File: src/rtl/vote_disp_pkg.sv
// ---------------------------------------------------------------------------
// vote_disp_pkg
// Shared definitions for the voting result display:
//   - voting FSM state encodings (identical to the voting FSM itself)
//   - winner codes
//   - active-low 7-segment glyphs, bit order {CG,CF,CE,CD,CC,CB,CA}
//   - state encoding of the sequential binary-to-BCD converter
//   - digitGlyph(): BCD digit to glyph lookup
// No ports (package).
// ---------------------------------------------------------------------------
package vote_disp_pkg;

    typedef enum logic [1:0] {
        ST_IDLE   = 2'b00,
        ST_OPEN   = 2'b01,
        ST_CLOSED = 2'b10,
        ST_WIN    = 2'b11
    } vote_state_e;

    typedef enum logic {
        BCD_IDLE  = 1'b0,
        BCD_SHIFT = 1'b1
    } bcd_state_e;

    localparam logic [1:0] WIN_NONE = 2'b00;
    localparam logic [1:0] WIN_C1   = 2'b01;
    localparam logic [1:0] WIN_C2   = 2'b10;
    localparam logic [1:0] WIN_C3   = 2'b11;

    // A segment is lit when its bit is 0.
    localparam logic [6:0] G_0     = 7'h40;
    localparam logic [6:0] G_1     = 7'h79;
    localparam logic [6:0] G_2     = 7'h24;
    localparam logic [6:0] G_3     = 7'h30;
    localparam logic [6:0] G_4     = 7'h19;
    localparam logic [6:0] G_5     = 7'h12;
    localparam logic [6:0] G_6     = 7'h02;
    localparam logic [6:0] G_7     = 7'h78;
    localparam logic [6:0] G_8     = 7'h00;
    localparam logic [6:0] G_9     = 7'h10;
    localparam logic [6:0] G_DASH  = 7'h3F;
    localparam logic [6:0] G_BLANK = 7'h7F;
    localparam logic [6:0] G_O     = 7'h40;
    localparam logic [6:0] G_P     = 7'h0C;
    localparam logic [6:0] G_E     = 7'h06;
    localparam logic [6:0] G_N     = 7'h2B;
    localparam logic [6:0] G_C     = 7'h46;
    localparam logic [6:0] G_L     = 7'h47;
    localparam logic [6:0] G_S     = 7'h12;
    localparam logic [6:0] G_D     = 7'h21;
    localparam logic [6:0] G_T     = 7'h07;
    localparam logic [6:0] G_I     = 7'h79;

    // Codes above 9 never occur from the converter; show them blank.
    function automatic logic [6:0] digitGlyph(input logic [3:0] d);
        logic [6:0] g;
        case (d)
            4'd0:    g = G_0;
            4'd1:    g = G_1;
            4'd2:    g = G_2;
            4'd3:    g = G_3;
            4'd4:    g = G_4;
            4'd5:    g = G_5;
            4'd6:    g = G_6;
            4'd7:    g = G_7;
            4'd8:    g = G_8;
            4'd9:    g = G_9;
            default: g = G_BLANK;
        endcase
        return g;
    endfunction

endpackage

File: src/rtl/bin2bcd_seq.sv
// ---------------------------------------------------------------------------
// bin2bcd_seq
// Sequential double-dabble converter, 9-bit binary to three BCD digits.
// One load cycle followed by nine shift cycles; done is a one-cycle pulse
// that appears 10 cycles after start, while bcd holds the result.
// Ports:
//   clk    in   1   clock
//   reset  in   1   synchronous, active-high
//   start  in   1   load bin and begin converting (restarts if busy)
//   bin    in   9   binary value 0..511
//   done   out  1   result valid pulse
//   bcd    out  12  {hundreds, tens, ones}
// ---------------------------------------------------------------------------
module bin2bcd_seq
    import vote_disp_pkg::*;
(
    input  logic        clk,
    input  logic        reset,
    input  logic        start,
    input  logic [8:0]  bin,
    output logic        done,
    output logic [11:0] bcd
);

    bcd_state_e  state_q, state_d;
    logic [3:0]  shiftCnt_q, shiftCnt_d;
    logic [20:0] shiftReg_q, shiftReg_d;
    logic        done_q, done_d;

    // One double-dabble step: correct any BCD nibble >= 5, then shift left.
    function automatic logic [20:0] dabble(input logic [20:0] s);
        logic [20:0] t;
        t = s;
        for (int j = 0; j < 3; j++) begin
            if (t[9+4*j +: 4] >= 4'd5) begin
                t[9+4*j +: 4] = t[9+4*j +: 4] + 4'd3;
            end
        end
        return {t[19:0], 1'b0};
    endfunction

    // Load on start, then shift nine times; the last shift raises done.
    always_comb begin
        state_d    = state_q;
        shiftCnt_d = shiftCnt_q;
        shiftReg_d = shiftReg_q;
        done_d     = 1'b0;
        if (start) begin
            shiftReg_d = {12'd0, bin};
            shiftCnt_d = 4'd9;
            state_d    = BCD_SHIFT;
        end else if (state_q == BCD_SHIFT) begin
            shiftReg_d = dabble(shiftReg_q);
            shiftCnt_d = shiftCnt_q - 4'd1;
            if (shiftCnt_q == 4'd1) begin
                done_d  = 1'b1;
                state_d = BCD_IDLE;
            end
        end
    end

    // Converter state register.
    always_ff @(posedge clk) begin
        if (reset) begin
            state_q    <= BCD_IDLE;
            shiftCnt_q <= 4'd0;
            shiftReg_q <= 21'd0;
            done_q     <= 1'b0;
        end else begin
            state_q    <= state_d;
            shiftCnt_q <= shiftCnt_d;
            shiftReg_q <= shiftReg_d;
            done_q     <= done_d;
        end
    end

    assign done = done_q;
    assign bcd  = shiftReg_q[20:9];

endmodule

File: src/rtl/vote_result_display.sv
// ---------------------------------------------------------------------------
// vote_result_display
// Shows the voting FSM outputs on the Nexys A7 8-digit multiplexed display
// and the 16 LEDs. Inputs arrive from the slow voting clock domain and are
// synchronized; a frame-aligned snapshot is converted to BCD and committed
// atomically so a frame never shows mixed values.
// Optional feature macro: VOTE_DISP_WINNER_LED_EN (winner shown on LEDs in
// DISPLAY_WIN; a tie flashes led[3:0]).
// Parameters:
//   REFRESH_DIV  clk cycles per digit slot (>= 16)
//   FLASH_DIV    clk cycles per LED flash half-period
// Ports:
//   clk          in   1   board clock
//   reset        in   1   synchronous, active-high
//   the_state    in   2   voting FSM state
//   the_winner   in   2   00 tie/none, 01..11 candidate 1..3
//   vote_count   in   9   total votes
//   enable_leds  in   1   high while voting is open
//   an           out  8   digit anodes, active-low, an[0] rightmost
//   seg          out  7   cathodes CA..CG on seg[0]..seg[6], active-low
//   dp           out  1   decimal point, always off
//   led          out  16  board LEDs, active-high
// ---------------------------------------------------------------------------
module vote_result_display
    import vote_disp_pkg::*;
#(
    parameter int REFRESH_DIV = 100_000,
    parameter int FLASH_DIV   = 25_000_000
) (
    input  logic        clk,
    input  logic        reset,
    input  logic [1:0]  the_state,
    input  logic [1:0]  the_winner,
    input  logic [8:0]  vote_count,
    input  logic        enable_leds,
    output logic [7:0]  an,
    output logic [6:0]  seg,
    output logic        dp,
    output logic [15:0] led
);

    localparam int PW = $clog2(REFRESH_DIV);
    localparam int FW = $clog2(FLASH_DIV);

    logic [13:0]   sync1_q, sync2_q;
    vote_state_e   syncState;
    logic [1:0]    syncWinner;
    logic [8:0]    syncCount;
    logic          syncEn;

    logic [PW-1:0] presc_q, presc_d;
    logic [2:0]    digitIdx_q, digitIdx_d;
    logic          tick, frameStart;

    vote_state_e   snapState_q, dispState_q;
    logic [1:0]    snapWinner_q, dispWinner_q;
    logic [11:0]   dispBcd_q;
    logic          bcdDone;
    logic [11:0]   bcdValue;

    logic [7:0]    an_q, an_d;
    logic [6:0]    seg_q, seg_d;

    logic [FW-1:0] flashCnt_q, flashCnt_d;
    logic          phase_q, phase_d;
    logic          armS1, armS2;

    // Two-flop synchronizer on every input bit.
    always_ff @(posedge clk) begin
        if (reset) begin
            sync1_q <= 14'd0;
            sync2_q <= 14'd0;
        end else begin
            sync1_q <= {the_state, the_winner, vote_count, enable_leds};
            sync2_q <= sync1_q;
        end
    end

    assign syncState  = vote_state_e'(sync2_q[13:12]);
    assign syncWinner = sync2_q[11:10];
    assign syncCount  = sync2_q[9:1];
    assign syncEn     = sync2_q[0];

    // Digit slot timing: the prescaler wrap advances the digit index, and
    // the wrap of the index from 7 back to 0 marks the start of a frame.
    assign tick       = (presc_q == PW'(REFRESH_DIV - 1));
    assign frameStart = tick && (digitIdx_q == 3'd7);

    always_comb begin
        presc_d    = presc_q + PW'(1);
        digitIdx_d = digitIdx_q;
        if (tick) begin
            presc_d    = '0;
            digitIdx_d = digitIdx_q + 3'd1;
        end
    end

    always_ff @(posedge clk) begin
        if (reset) begin
            presc_q    <= '0;
            digitIdx_q <= 3'd0;
        end else begin
            presc_q    <= presc_d;
            digitIdx_q <= digitIdx_d;
        end
    end

    bin2bcd_seq u_bcd (
        .clk   (clk),
        .reset (reset),
        .start (frameStart),
        .bin   (syncCount),
        .done  (bcdDone),
        .bcd   (bcdValue)
    );

    // State and winner are captured with the count at frame start and held
    // until the conversion finishes, so all shown fields come from one sample.
    always_ff @(posedge clk) begin
        if (reset) begin
            snapState_q  <= ST_IDLE;
            snapWinner_q <= WIN_NONE;
            dispState_q  <= ST_IDLE;
            dispWinner_q <= WIN_NONE;
            dispBcd_q    <= 12'd0;
        end else begin
            if (frameStart) begin
                snapState_q  <= syncState;
                snapWinner_q <= syncWinner;
            end
            if (bcdDone) begin
                dispState_q  <= snapState_q;
                dispWinner_q <= snapWinner_q;
                dispBcd_q    <= bcdValue;
            end
        end
    end

    // Glyph for the current digit slot from the committed display content.
    always_comb begin
        seg_d = G_BLANK;
        an_d  = ~(8'd1 << digitIdx_q);
        case (dispState_q)
            ST_IDLE: seg_d = G_DASH;
            ST_OPEN: begin
                case (digitIdx_q)
                    3'd7:    seg_d = G_O;
                    3'd6:    seg_d = G_P;
                    3'd5:    seg_d = G_E;
                    3'd4:    seg_d = G_N;
                    3'd2:    seg_d = digitGlyph(dispBcd_q[11:8]);
                    3'd1:    seg_d = digitGlyph(dispBcd_q[7:4]);
                    3'd0:    seg_d = digitGlyph(dispBcd_q[3:0]);
                    default: seg_d = G_BLANK;
                endcase
            end
            ST_CLOSED: begin
                case (digitIdx_q)
                    3'd7:    seg_d = G_C;
                    3'd6:    seg_d = G_L;
                    3'd5:    seg_d = G_O;
                    3'd4:    seg_d = G_S;
                    3'd3:    seg_d = G_E;
                    3'd2:    seg_d = G_D;
                    default: seg_d = G_BLANK;
                endcase
            end
            ST_WIN: begin
                case (digitIdx_q)
                    3'd7:    seg_d = (dispWinner_q == WIN_NONE) ? G_T : G_C;
                    3'd6:    seg_d = (dispWinner_q == WIN_NONE) ? G_I
                                     : digitGlyph({2'b00, dispWinner_q});
                    3'd5:    seg_d = (dispWinner_q == WIN_NONE) ? G_E : G_BLANK;
                    3'd2:    seg_d = digitGlyph(dispBcd_q[11:8]);
                    3'd1:    seg_d = digitGlyph(dispBcd_q[7:4]);
                    3'd0:    seg_d = digitGlyph(dispBcd_q[3:0]);
                    default: seg_d = G_BLANK;
                endcase
            end
            default: seg_d = G_BLANK;
        endcase
    end

    always_ff @(posedge clk) begin
        if (reset) begin
            an_q  <= 8'hFF;
            seg_q <= 7'h7F;
        end else begin
            an_q  <= an_d;
            seg_q <= seg_d;
        end
    end

    // Flasher arm condition, seen one flop early (armS1) so the rising edge
    // loads phase=1 exactly when the synchronized arm (armS2) goes high.
`ifdef VOTE_DISP_WINNER_LED_EN
    assign armS1 = sync1_q[0] | ((sync1_q[13:12] == ST_WIN) && (sync1_q[11:10] == WIN_NONE));
    assign armS2 = syncEn | ((syncState == ST_WIN) && (syncWinner == WIN_NONE));
`else
    assign armS1 = sync1_q[0];
    assign armS2 = syncEn;
`endif

    always_comb begin
        flashCnt_d = '0;
        phase_d    = 1'b0;
        if (armS1 && !armS2) begin
            phase_d = 1'b1;
        end else if (armS2) begin
            phase_d    = phase_q;
            flashCnt_d = flashCnt_q + FW'(1);
            if (flashCnt_q == FW'(FLASH_DIV - 1)) begin
                flashCnt_d = '0;
                phase_d    = ~phase_q;
            end
        end
    end

    always_ff @(posedge clk) begin
        if (reset) begin
            flashCnt_q <= '0;
            phase_q    <= 1'b0;
        end else begin
            flashCnt_q <= flashCnt_d;
            phase_q    <= phase_d;
        end
    end

    // Gating with armS2 blanks the LEDs as soon as the arm drops.
`ifdef VOTE_DISP_WINNER_LED_EN
    always_comb begin
        led = {16{phase_q & armS2}};
        if (syncState == ST_WIN) begin
            if (syncWinner != WIN_NONE) begin
                led = 16'd1 << (syncWinner - 2'd1);
            end else begin
                led = {12'd0, {4{phase_q & armS2}}};
            end
        end
    end
`else
    assign led = {16{phase_q & armS2}};
`endif

    assign an  = an_q;
    assign seg = seg_q;
    assign dp  = 1'b1;

endmodule

File: config.mk
export PLATFORM = sky130hd
export DESIGN_NAME = vote_result_display
export DESIGN_NICKNAME = d
export VERILOG_FILES = /design/src/rtl/vote_disp_pkg.sv /design/src/rtl/bin2bcd_seq.sv /design/src/rtl/vote_result_display.sv
export SDC_FILE = /design/constraint.sdc
export NUM_CORES = 1
export LEC_CHECK = 0
export CAP_MARGIN = 15
export CORE_UTILIZATION = 59
export CTS_CLUSTER_SIZE = 16
export DETAILED_ROUTE_END_ITERATION = 8
export HOLD_SLACK_MARGIN = 0.03
export PLACE_DENSITY = 0.83
export REMOVE_ABC_BUFFERS = 1
export SETUP_SLACK_MARGIN = 0.3
export SLEW_MARGIN = 20
export SYNTH_ARGS = -nofsm -noshare
export SYNTH_HDL_FRONTEND = slang
export SYNTH_SLANG_ARGS = --single-unit
File: constraint.sdc
create_clock -name clk -period 2.2 [get_ports clk]
set_input_delay 0.22 -clock clk [delete_from_list [all_inputs] [get_ports clk]]
set_output_delay 0.22 -clock clk [all_outputs]
set_load 0.05 [all_outputs]
==> metrics.txt <==
outcome=complete, no violations; Tot Pwr=between 0.006 and 0.007 W; final clock skew=around 0.0057 ns; LEAKAGE=3.11 nW; largest net degree at the start of global routing=just under 70; Starting Density=about three fifths; PwrDens=797 nW/um^2; total track usage=between 20% and 30%; DRT Pass-1 Iters=5; post-CTS setup buffer count=0; Critical Path RT=~2.6 ns; cell with the most instances after synthesis=dfxtp_1; Worst-path clk slew=roughly 0.06 ns; period utilisation layout=84.6%; Final HPWL DP=approximately 9000 um; initial antenna violation count=0; crit path capture type=register; sw frac=roughly a fifth; GP Congestion=between 0.9 and 1; hold_buf cts=0; first-pass GRT wire length=between 20000 and 25000 um; Critical Path Fanout Max=9; Post-synth top cells=157 x dfxtp_1, 101 x nor2_1, 49 x nand2_1; drt via density=5.53; Hold WC Path Type=in -> reg; Post-synth EDFFs=0; initial DRC count=roughly 220; cell-internal power=0.00525 W; pre-CTS setup slack=0.170 ns; Top-Level Pins=48; row cnt=39; WHS=0.216 ns; sw power=0.00124 W; post-synth top area share=a little under half; Setup violations, final=0; Critical Path AT=approximately 2.2 ns; clock share of power=53.3%; largest cells by area after synthesis=dfxtp_1 45%, mux2i_1 5.9%, ha_1 5.6%, nor2_1 5.5%, xor2_1 3.5%; Layout Nets=827; Seq pwr share=between 40 and 50%; Mean Syn Cell Area=9.19 um^2; crit-path max cell delay=approximately 0.43 ns; worst-skew pair later-pin latency=~0.42 ns; footprint of the multi-input gates=about 3400 um^2; Syn Std Cell Area=approximately 6900 um^2; CP delay by family, top=compound AO/OA/AOI/OAI gates; Routed wire per std cell=between 10 and 15 um; Final Critical Period=between 1.5 and 2 ns; CORE AREA=roughly 11000 um^2; Syn Inst Count=between 700 and 800; CP startpoint kind=register; Yosys reg bits=157; TritonCTS clock tree=yes; Root Driver=clkbuf_16; GRT Residual Overflow=0; layout cells sized above 1=between 10 and 15%; vias=around 5200; vias in the first global route=4797; placed cells=between 900 and 1000; Ys Warns=0; Most used DFF post-synth=dfxtp_1; DRC viols=0; post-synthesis cell type count=53; critical path's slowest cell=dfxtp_2; fraction of the yosys area taken by sequential cells=between 40% and 50%; RSZ-0062 raised after global routing=true; Port Buffers=46; critical path cell sequence=inv_1 > ha_1 > nand2b_1 > o41ai_1 > o21ai_0 > a22oi_1; Layout area overhead=17.5%; area leader, netlist=dfxtp_1; Final Hold Fails=0; H-tree levels=4; WL final=between 10000 and 15000 um; Setup CP Type=reg -> reg; Async SR Flop Fraction=0%; # fillers=about 840; CTS buffer count=17; relative slew slack=66.4%; Die Wd=between 100 and 150 um; die height=110 um; register area=3140 um^2; Worst Path Buf+Inv=1; die area=12200 um^2; n_diodes=0; logic gate share of total power=~2.1%; setup TNS=0 ns; max-cap viol count=0; CTS Sinks=157; Setup WS post-layout=0.338 ns; max-slew violations=0; Peak VDD IR=between 600 and 700 uV; Clock Path Buffers=2; Max Freq=537 MHz; slew at the pin closest to its max-slew limit=between 0.5 and 0.6 ns; Layout Cells excl Fill=between 900 and 1000; Antenna Nets Post-Route=0
placed cells by master (no fill, tap or decap), drive strengths merged, types with 14 or more instances in the layout:
master | netlist | final
a211oi | 14 | 14
a21oi | 41 | 41
buf | 35 | 28
clkbuf | 21 | 19
clkdlybuf4s50 | 0 | 29
dfxtp | 157 | 157
ha | 31 | 31
inv | 28 | 30
mux2i | 41 | 41
nand2 | 49 | 49
nand3 | 24 | 24
nor2 | 102 | 102
nor2b | 33 | 33
o21ai | 31 | 31
xnor2 | 20 | 20
xor2 | 28 | 28
power by group through the flow:
stage                     combinational, W  clock (W)  sequential [W]
after CTS                         0.000138    0.00350         0.00289
final                             0.000139    0.00346         0.00289
after floorplan                  0.0000562          0         0.00295
after global placement            0.000134          0         0.00295
after global routing              0.000153    0.00363         0.00289
after detailed placement          0.000137          0         0.00295
stage by stage:
stage	util (%)	area, um^2
3_3_place_gp	64.3	7350
5_1_grt	71.2	8130
6_report	71.2	8130
3_5_place_dp	64.3	7350
2_1_floorplan	-	6570
4_1_cts	70.7	8070
per-layer routing:
layer	wire length (um)	global-route usage [%]
met1	5920	28.5
met3	555	5.35
met5	0	0
met4	442	13.8
met2	6860	39.0
cells by family (layout without fill, tap and decap cells):
family | after synthesis | in the layout | synth area share (%)
AO/OA/AOI/OAI | 119 | 119 | 10.4
XOR/XNOR | 48 | 48 | 6.07
adder cells (fa/ha/maj) | 31 | 31 | 5.60
buffers and inverters | 84 | 124 | 6.53
flip-flops | 157 | 157 | 45.4
multiplexers | 41 | 41 | 5.93
other | 1 | 1 | 0.0542
AND/OR/NAND/NOR | 272 | 272 | 20.0
worst paths after layout:
| check | to | slack, ns | depth (start not counted) | from |
|---|---|---|---|---|
| setup / recovery | seg[4]$_SDFF_PP1_ | 0.34 | 6 | digitIdx_q[0]$_SDFFE_PP0N_ |
| hold / removal | dispBcd_q[1]$_SDFFE_PP0P_ | 0.22 | 2 | reset |
| setup reg to reg | seg[4]$_SDFF_PP1_ | 0.34 | 6 | digitIdx_q[0]$_SDFFE_PP0N_ |
| hold reg to reg | sync2_q[3]$_SDFF_PP0_ | 0.44 | 1 | sync1_q[3]$_SDFF_PP0_ |
layout make-up:
class | instances | share of cell area, %
multi-input cells | 512 | 41.7
inverters | 28 | 1.29
clock buffers | 19 | 5.57
flip-flops and latches | 157 | 38.7
clock inverters | 13 | 3.17
repair buffers | 64 | 7.45
well taps | 143 | 2.20
worst reg2reg max path, stage by stage, from the launching register on:
cell and delay (ns):
dfxtp_2 0.43, inv_1 0.10, ha_1 0.33, nand2b_1 0.23
o41ai_1 0.34, o21ai_0 0.16, a22oi_1 0.19
timing repair:
item,4_1_cts,5_1_grt
resized for setup,26,16
endpoints found under the setup margin,13,49
pin swaps,1,1
(Power assumes the default switching activity.)
